==> src/rtl/mem_port_arbiter_if.sv <==
// mem_port_arbiter_if: request ports of both clients plus the shared data-memory bus
interface mem_port_arbiter_if;
   logic        p0_req, p1_req, p0_we, p1_we;
   logic [1:0]  p0_load_mode, p1_load_mode, mem_load_mode;
   logic [31:0] p0_addr, p1_addr, p0_wdata, p1_wdata;
   logic        p0_done, p1_done, p0_err, p1_err, stall;
   logic [31:0] rdata;
   logic        mem_read, mem_write;
   logic [31:0] mem_address, mem_write_data, mem_read_data;
   modport slave (
      input  p0_req, p1_req, p0_we, p1_we, p0_load_mode, p1_load_mode,
             p0_addr, p1_addr, p0_wdata, p1_wdata, mem_read_data,
      output p0_done, p1_done, p0_err, p1_err, stall, rdata,
             mem_read, mem_write, mem_load_mode, mem_address, mem_write_data
   );
   modport master (
      output p0_req, p1_req, p0_we, p1_we, p0_load_mode, p1_load_mode,
             p0_addr, p1_addr, p0_wdata, p1_wdata, mem_read_data,
      input  p0_done, p1_done, p0_err, p1_err, stall, rdata,
             mem_read, mem_write, mem_load_mode, mem_address, mem_write_data
   );
endinterface

==> src/rtl/mem_port_arbiter.sv <==
// mem_port_arbiter: shares one fixed-latency data memory between two ports, port 0 first with a starvation bound
module mem_port_arbiter #(
   parameter int MEM_LATENCY = 2,
   parameter int MAX_CONSEC  = 4
) (
   input logic               clk,
   input logic               rst_n,
   mem_port_arbiter_if.slave bus
);
   localparam int CW = $clog2(MEM_LATENCY + 1);
   localparam int KW = $clog2(MAX_CONSEC + 1);
   localparam logic [CW-1:0] LAT_M1 = CW'(MEM_LATENCY - 1);
   localparam logic [KW-1:0] KMAX = KW'(MAX_CONSEC);
   typedef enum logic [1:0] {IDLE, ACCESS, RESP} state_t;
   state_t state, state_n;
   logic [CW-1:0] cnt;
   logic [KW-1:0] consec;
   logic win, any_req, sel_we, sel_bad, win_q, we_q, err_q;
   logic [1:0] sel_mode, mode_q;
   logic [31:0] sel_addr, sel_wdata, addr_q, wdata_q, rdata_q;
   // winner selection, alignment check and next state
   always_comb begin
      win       = bus.p1_req & (~bus.p0_req | consec == KMAX);
      any_req   = bus.p0_req | bus.p1_req;
      sel_we    = win ? bus.p1_we : bus.p0_we;
      sel_mode  = win ? bus.p1_load_mode : bus.p0_load_mode;
      sel_addr  = win ? bus.p1_addr : bus.p0_addr;
      sel_wdata = win ? bus.p1_wdata : bus.p0_wdata;
      sel_bad   = (&sel_mode) | (sel_mode == 2'b00 & |sel_addr[1:0]) | (sel_mode == 2'b01 & sel_addr[0]);
      state_n   = state == IDLE   ? (any_req ? (sel_bad ? RESP : ACCESS) : IDLE) :
                  state == ACCESS ? (cnt == '0 ? RESP : ACCESS) : IDLE;
   end
   // state register
   always_ff @(posedge clk or negedge rst_n)
      if (!rst_n) state <= IDLE;
      else state <= state_n;
   // grant latch, latency counter, load capture and port-0 streak counter
   always_ff @(posedge clk or negedge rst_n)
      if (!rst_n) begin
         cnt     <= '0;
         consec  <= '0;
         win_q   <= 1'b0;
         we_q    <= 1'b0;
         err_q   <= 1'b0;
         mode_q  <= '0;
         addr_q  <= '0;
         wdata_q <= '0;
         rdata_q <= '0;
      end else begin
         if (state == IDLE && any_req) begin
            win_q   <= win;
            we_q    <= sel_we;
            err_q   <= sel_bad;
            mode_q  <= sel_mode;
            addr_q  <= sel_addr;
            wdata_q <= sel_wdata;
            cnt     <= LAT_M1;
         end else if (state == ACCESS) cnt <= cnt - 1'b1;
         if (state == ACCESS && cnt == '0 && !we_q) rdata_q <= bus.mem_read_data;
         if (state == IDLE) consec <= (!bus.p1_req || win) ? '0 : consec != KMAX ? consec + 1'b1 : consec;
      end
   assign bus.mem_read       = state == ACCESS & ~we_q;
   assign bus.mem_write      = state == ACCESS & we_q;
   assign bus.mem_load_mode  = mode_q;
   assign bus.mem_address    = addr_q;
   assign bus.mem_write_data = wdata_q;
   assign bus.p0_done        = state == RESP & ~win_q;
   assign bus.p1_done        = state == RESP & win_q;
   assign bus.p0_err         = bus.p0_done & err_q;
   assign bus.p1_err         = bus.p1_done & err_q;
   assign bus.rdata          = rdata_q;
   assign bus.stall          = bus.p0_req & ~bus.p0_done;
endmodule

==> src/flat_wrapper.sv <==
// flat-port wrapper written by rule: the top's interface ports become plain ports
module mem_port_arbiter_flat 
#(
   parameter int MEM_LATENCY = 2,
   parameter int MAX_CONSEC  = 4
)
  (clk, rst_n, bus_p0_req, bus_p1_req, bus_p0_we, bus_p1_we, bus_p0_load_mode, bus_p1_load_mode, bus_p0_addr, bus_p1_addr, bus_p0_wdata, bus_p1_wdata, bus_mem_read_data, bus_p0_done, bus_p1_done, bus_p0_err, bus_p1_err, bus_stall, bus_rdata, bus_mem_read, bus_mem_write, bus_mem_load_mode, bus_mem_address, bus_mem_write_data);
  mem_port_arbiter_if bus_i ();
  input logic clk;
  input logic rst_n;
  input wire logic [$bits(bus_i.p0_req)-1:0] bus_p0_req;
  input wire logic [$bits(bus_i.p1_req)-1:0] bus_p1_req;
  input wire logic [$bits(bus_i.p0_we)-1:0] bus_p0_we;
  input wire logic [$bits(bus_i.p1_we)-1:0] bus_p1_we;
  input wire logic [$bits(bus_i.p0_load_mode)-1:0] bus_p0_load_mode;
  input wire logic [$bits(bus_i.p1_load_mode)-1:0] bus_p1_load_mode;
  input wire logic [$bits(bus_i.p0_addr)-1:0] bus_p0_addr;
  input wire logic [$bits(bus_i.p1_addr)-1:0] bus_p1_addr;
  input wire logic [$bits(bus_i.p0_wdata)-1:0] bus_p0_wdata;
  input wire logic [$bits(bus_i.p1_wdata)-1:0] bus_p1_wdata;
  input wire logic [$bits(bus_i.mem_read_data)-1:0] bus_mem_read_data;
  output wire logic [$bits(bus_i.p0_done)-1:0] bus_p0_done;
  output wire logic [$bits(bus_i.p1_done)-1:0] bus_p1_done;
  output wire logic [$bits(bus_i.p0_err)-1:0] bus_p0_err;
  output wire logic [$bits(bus_i.p1_err)-1:0] bus_p1_err;
  output wire logic [$bits(bus_i.stall)-1:0] bus_stall;
  output wire logic [$bits(bus_i.rdata)-1:0] bus_rdata;
  output wire logic [$bits(bus_i.mem_read)-1:0] bus_mem_read;
  output wire logic [$bits(bus_i.mem_write)-1:0] bus_mem_write;
  output wire logic [$bits(bus_i.mem_load_mode)-1:0] bus_mem_load_mode;
  output wire logic [$bits(bus_i.mem_address)-1:0] bus_mem_address;
  output wire logic [$bits(bus_i.mem_write_data)-1:0] bus_mem_write_data;
  assign bus_i.p0_req = bus_p0_req;
  assign bus_i.p1_req = bus_p1_req;
  assign bus_i.p0_we = bus_p0_we;
  assign bus_i.p1_we = bus_p1_we;
  assign bus_i.p0_load_mode = bus_p0_load_mode;
  assign bus_i.p1_load_mode = bus_p1_load_mode;
  assign bus_i.p0_addr = bus_p0_addr;
  assign bus_i.p1_addr = bus_p1_addr;
  assign bus_i.p0_wdata = bus_p0_wdata;
  assign bus_i.p1_wdata = bus_p1_wdata;
  assign bus_i.mem_read_data = bus_mem_read_data;
  assign bus_p0_done = bus_i.p0_done;
  assign bus_p1_done = bus_i.p1_done;
  assign bus_p0_err = bus_i.p0_err;
  assign bus_p1_err = bus_i.p1_err;
  assign bus_stall = bus_i.stall;
  assign bus_rdata = bus_i.rdata;
  assign bus_mem_read = bus_i.mem_read;
  assign bus_mem_write = bus_i.mem_write;
  assign bus_mem_load_mode = bus_i.mem_load_mode;
  assign bus_mem_address = bus_i.mem_address;
  assign bus_mem_write_data = bus_i.mem_write_data;
  mem_port_arbiter #(.MEM_LATENCY(MEM_LATENCY), .MAX_CONSEC(MAX_CONSEC)) u_core (.clk(clk), .rst_n(rst_n), .bus(bus_i));
endmodule
==> config.mk <==
export PLATFORM = sky130hd
export DESIGN_NAME = mem_port_arbiter_flat
export DESIGN_NICKNAME = d
export VERILOG_FILES = /design/src/rtl/mem_port_arbiter_if.sv /design/src/rtl/mem_port_arbiter.sv /design/src/flat_wrapper.sv
export SDC_FILE = /design/constraint.sdc
export NUM_CORES = 1
export LEC_CHECK = 0
export BUFFER_PORTS_ARGS = -buffer_cell sky130_fd_sc_hd__buf_2
export CAP_MARGIN = 30
export CORE_AREA = 2 2 107 109
export DETAILED_ROUTE_END_ITERATION = 16
export DIE_AREA = 0 0 109 111
export PLACE_DENSITY = 0.8
export SETUP_SLACK_MARGIN = 0.05
export SLEW_MARGIN = 20
export SYNTH_ARGS = -nofsm -noshare
export SYNTH_HDL_FRONTEND = slang
export SYNTH_SLANG_ARGS = --single-unit
==> constraint.sdc <==
create_clock -name clk -period 4.85 [get_ports clk]
set_input_delay 0.485 -clock clk [delete_from_list [all_inputs] [get_ports clk]]
set_output_delay 0.485 -clock clk [all_outputs]
set_load 0.1 [all_outputs]
==> flow_summary_export.csv <==
group,metric,value,unit
outcome,status,"completed",
yosys,synth-edff-count,0,
yosys,syn-instance-count,417,
placement,gp_congestion,0.814,
critical_path,setup.worst_path.class,"reg2reg",
route,detail_route.wl_per_cell,14.1,µm
cells_and_area,post_route_cells_drive_above_1_share,0.481,
yosys,netlist_top_cells_count,"108 x sky130_fd_sc_hd__dfrtp_1, 72 x sky130_fd_sc_hd__nand2_1, 67 x sky130_fd_sc_hd__mux2i_1",
grt,grt_start_max_net_pins,71,
sta,unrepaired_setup_endpoints_after_global_routing,"false",
sta,worstMarginPinSlew,0.878,ns
yosys,avgSynthCellArea,11.6,µm²
grt,grt_usage,0.193,
die,initial_core_util,0.437,
clock_network,path_clk_slew,0.08,ns
sta,max_slew_margin,0.413,
sta,final.setup_skew,0.0134,ns
yosys,synth_top_flop_cell,"sky130_fd_sc_hd__dfrtp_1",
route,drcViolationCount,0,
run,cap_viol_max_count,0,
sta,final.setup.tns,0,ns
route,vias_per_cell,4.85,
yosys,synth.yosys.warnings,0,
critical_path,crit_path_max_fo,40,
route,vias,4023,
grt,grt-ovfl-total,0,
yosys,ys_top_cells_by_area,"sky130_fd_sc_hd__dfrtp_1 56%, sky130_fd_sc_hd__mux2i_1 14%, sky130_fd_sc_hd__mux2_2 7.4%, sky130_fd_sc_hd__o21ai_0 5.7%, sky130_fd_sc_hd__nand2_1 5.6%",
clock_network,cts-buffers-inserted,9,
yosys,netlist.area_leader.share,0.558,
route,drt_pre_antenna_iters,4,
cells_and_area,design.final.nets,854,
sta,drv_slew,0,
route,final_antenna_net_count,0,
clock_network,clock-sinks,108,
sta,layout_min_cycle_time,2.54,ns
sta,final_hold_viol_count,0,
die,die_area,12100,µm²
yosys,async_flop_share,1.00,
cells_and_area,fillers,927,
cells_and_area,n_antenna_cell,0,
sta,fmax,393,MHz
die,std_cell_rows,39,
route,detail_route.wirelength,11700,µm
placement,placement.io_buffers,274,
placement,hpwlAfterDp,9060,µm
critical_path,critical_path_required,5.04,ns
clock_network,root_buffer,"sky130_fd_sc_hd__clkbuf_16",
min_path,worstHoldPathType,"in2async",
sta,timing.hold.ws,0.0426,ns
clock_network,cts_hold_buffers,0,
yosys,synth_seq_area_share,0.558,
die,core_area,11100,µm²
yosys,synth.ff_latch_count,108,
yosys,yosysUniqueCellTypes,30,
clock_network,cts-htree-levels,3,
grt,antenna_violations_before_repair,0,
grt,global_route_wire_length_before_repair,18500,µm
die,floorplan.die.width,109,µm
yosys,synth_net_count,590,
yosys,yosys.area.top_type,"sky130_fd_sc_hd__dfrtp_1",
critical_path,worst_ep_arrival_time,2.73,ns
sta,setup_viol,0,
critical_path,critical_path.endpoint_type,"flop",
cells_and_area,flow.area_growth_from_synthesis,35.2,%
clock_network,clk_latency,0.34,ns
clock_network,post_cts_setup_buffers,0,
clock_network,cts_buffer_depth,2,
clock_network,cts_tree,"done",
yosys,yosys.cell_count.top_type,"sky130_fd_sc_hd__dfrtp_1",
yosys,synth.cell_area,4840,µm²
sta,period_share,0.524,
clock_network,number_of_resized_instances_in_the_post_cts_repair_step,0,
grt,grt_pass1_vias,3975,
route,1st_iter_drt_viols,120,
die,ios,275,
critical_path,startpoint_type,"flop",
die,die_h,111,µm
==> through the flow <==
step                      worst slack, ns  utilization  area, µm²  cells
after floorplan                     0.283            -       4840    417
after global placement               2.41        0.563       6240    812
after detailed placement             2.24        0.563       6240    812
after CTS                            2.27        0.589       6520    828
after global routing                 2.14        0.591       6540    829
final                                2.31        0.591       6540    829
==> cell usage in the layout (no fill, tap or decap), types with 2 or more instances in the layout <==
cell type	n
sky130_fd_sc_hd__nand3_1	2
sky130_fd_sc_hd__o31ai_1	3
sky130_fd_sc_hd__clkbuf_8	2
sky130_fd_sc_hd__clkbuf_16	9
sky130_fd_sc_hd__clkbuf_1	2
sky130_fd_sc_hd__nand2_1	72
sky130_fd_sc_hd__o21ai_1	19
sky130_fd_sc_hd__dfrtp_1	108
sky130_fd_sc_hd__nor3b_1	2
sky130_fd_sc_hd__ha_1	3
sky130_fd_sc_hd__buf_2	273
sky130_fd_sc_hd__nor2_1	3
sky130_fd_sc_hd__o21ai_0	55
sky130_fd_sc_hd__nand2b_1	3
sky130_fd_sc_hd__nor2b_1	4
sky130_fd_sc_hd__inv_1	4
sky130_fd_sc_hd__mux2i_1	67
sky130_fd_sc_hd__and2_1	3
sky130_fd_sc_hd__buf_4	5
sky130_fd_sc_hd__mux2_2	32
==> worst max-delay path, stage by stage (launching register included) <==
cell and delay [ns]:
sky130_fd_sc_hd__dfrtp_1 0.38, sky130_fd_sc_hd__inv_1 0.05, sky130_fd_sc_hd__ha_1 0.21, sky130_fd_sc_hd__a21boi_2 0.16, sky130_fd_sc_hd__nand2b_4 0.60, sky130_fd_sc_hd__buf_4 0.55, sky130_fd_sc_hd__mux2i_1 0.26, sky130_fd_sc_hd__o21ai_0 0.11
==> registers in the layout, indices dropped and copies added, names as in the netlist, 2 cells and up <==
name	cells
u_core.state	2
u_core.cnt	2
u_core.bus.mem_load_mode	2
u_core.bus.mem_write_data	32
u_core.consec	3
u_core.bus.mem_address	32
u_core.bus.rdata	32
==> worst paths after layout <==
check	startpoint	cells after the start	to	slack (ns)
worst max-delay path	u_core.consec[0]$_DFFE_PN0P_	7	u_core.bus.mem_write_data[28]$_DFFE_PN0P_	2.31
worst min-delay path	rst_n	1	u_core.bus.mem_write_data[28]$_DFFE_PN0P_	0.04
worst max register to register	u_core.consec[0]$_DFFE_PN0P_	7	u_core.bus.mem_write_data[28]$_DFFE_PN0P_	2.31
worst min register to register	u_core.bus.mem_address[7]$_DFFE_PN0P_	2	u_core.bus.mem_address[7]$_DFFE_PN0P_	0.48
max in group asynchronous	rst_n	3	u_core.bus.rdata[10]$_DFFE_PN0P_	3.70
min in group clk	bus_mem_read_data[5]	2	u_core.bus.rdata[5]$_DFFE_PN0P_	0.38
==> layer usage <==
metal,routed length [µm],vias to the layer above,GRT usage
met2,6090,174,0.348
met5,0,-,0
met1,4500,1854,0.222
li1,-,1980,-
met3,926,15,0.0364
met4,194,0,0.0718
==> final cells by class <==
type / count / area, µm² / area share
flip-flops and latches: 108 / 2700 / 0.413
repair buffers: 279 / 1420 / 0.218
clock inverters: 3 / 21.3 / 0.00325
well taps: 143 / 179 / 0.0274
clock buffers: 13 / 260 / 0.0398
inverters: 4 / 15.0 / 0.00230
multi-input cells: 279 / 1940 / 0.296
==> kinds of logic (layout without fill, tap and decap cells) <==
family / after synthesis / after routing / synth area share
buf+inv: 30 / 299 / 0.0439
compound gates: 83 / 83 / 0.0915
mux: 100 / 100 / 0.215
fa+ha+maj: 3 / 3 / 0.00776
simple gates: 93 / 93 / 0.0830
flops: 108 / 108 / 0.558
Power is left out: the tool's default activity adds up to more than one toggle a clock period on the data nets, which glitch-free logic cannot reach.
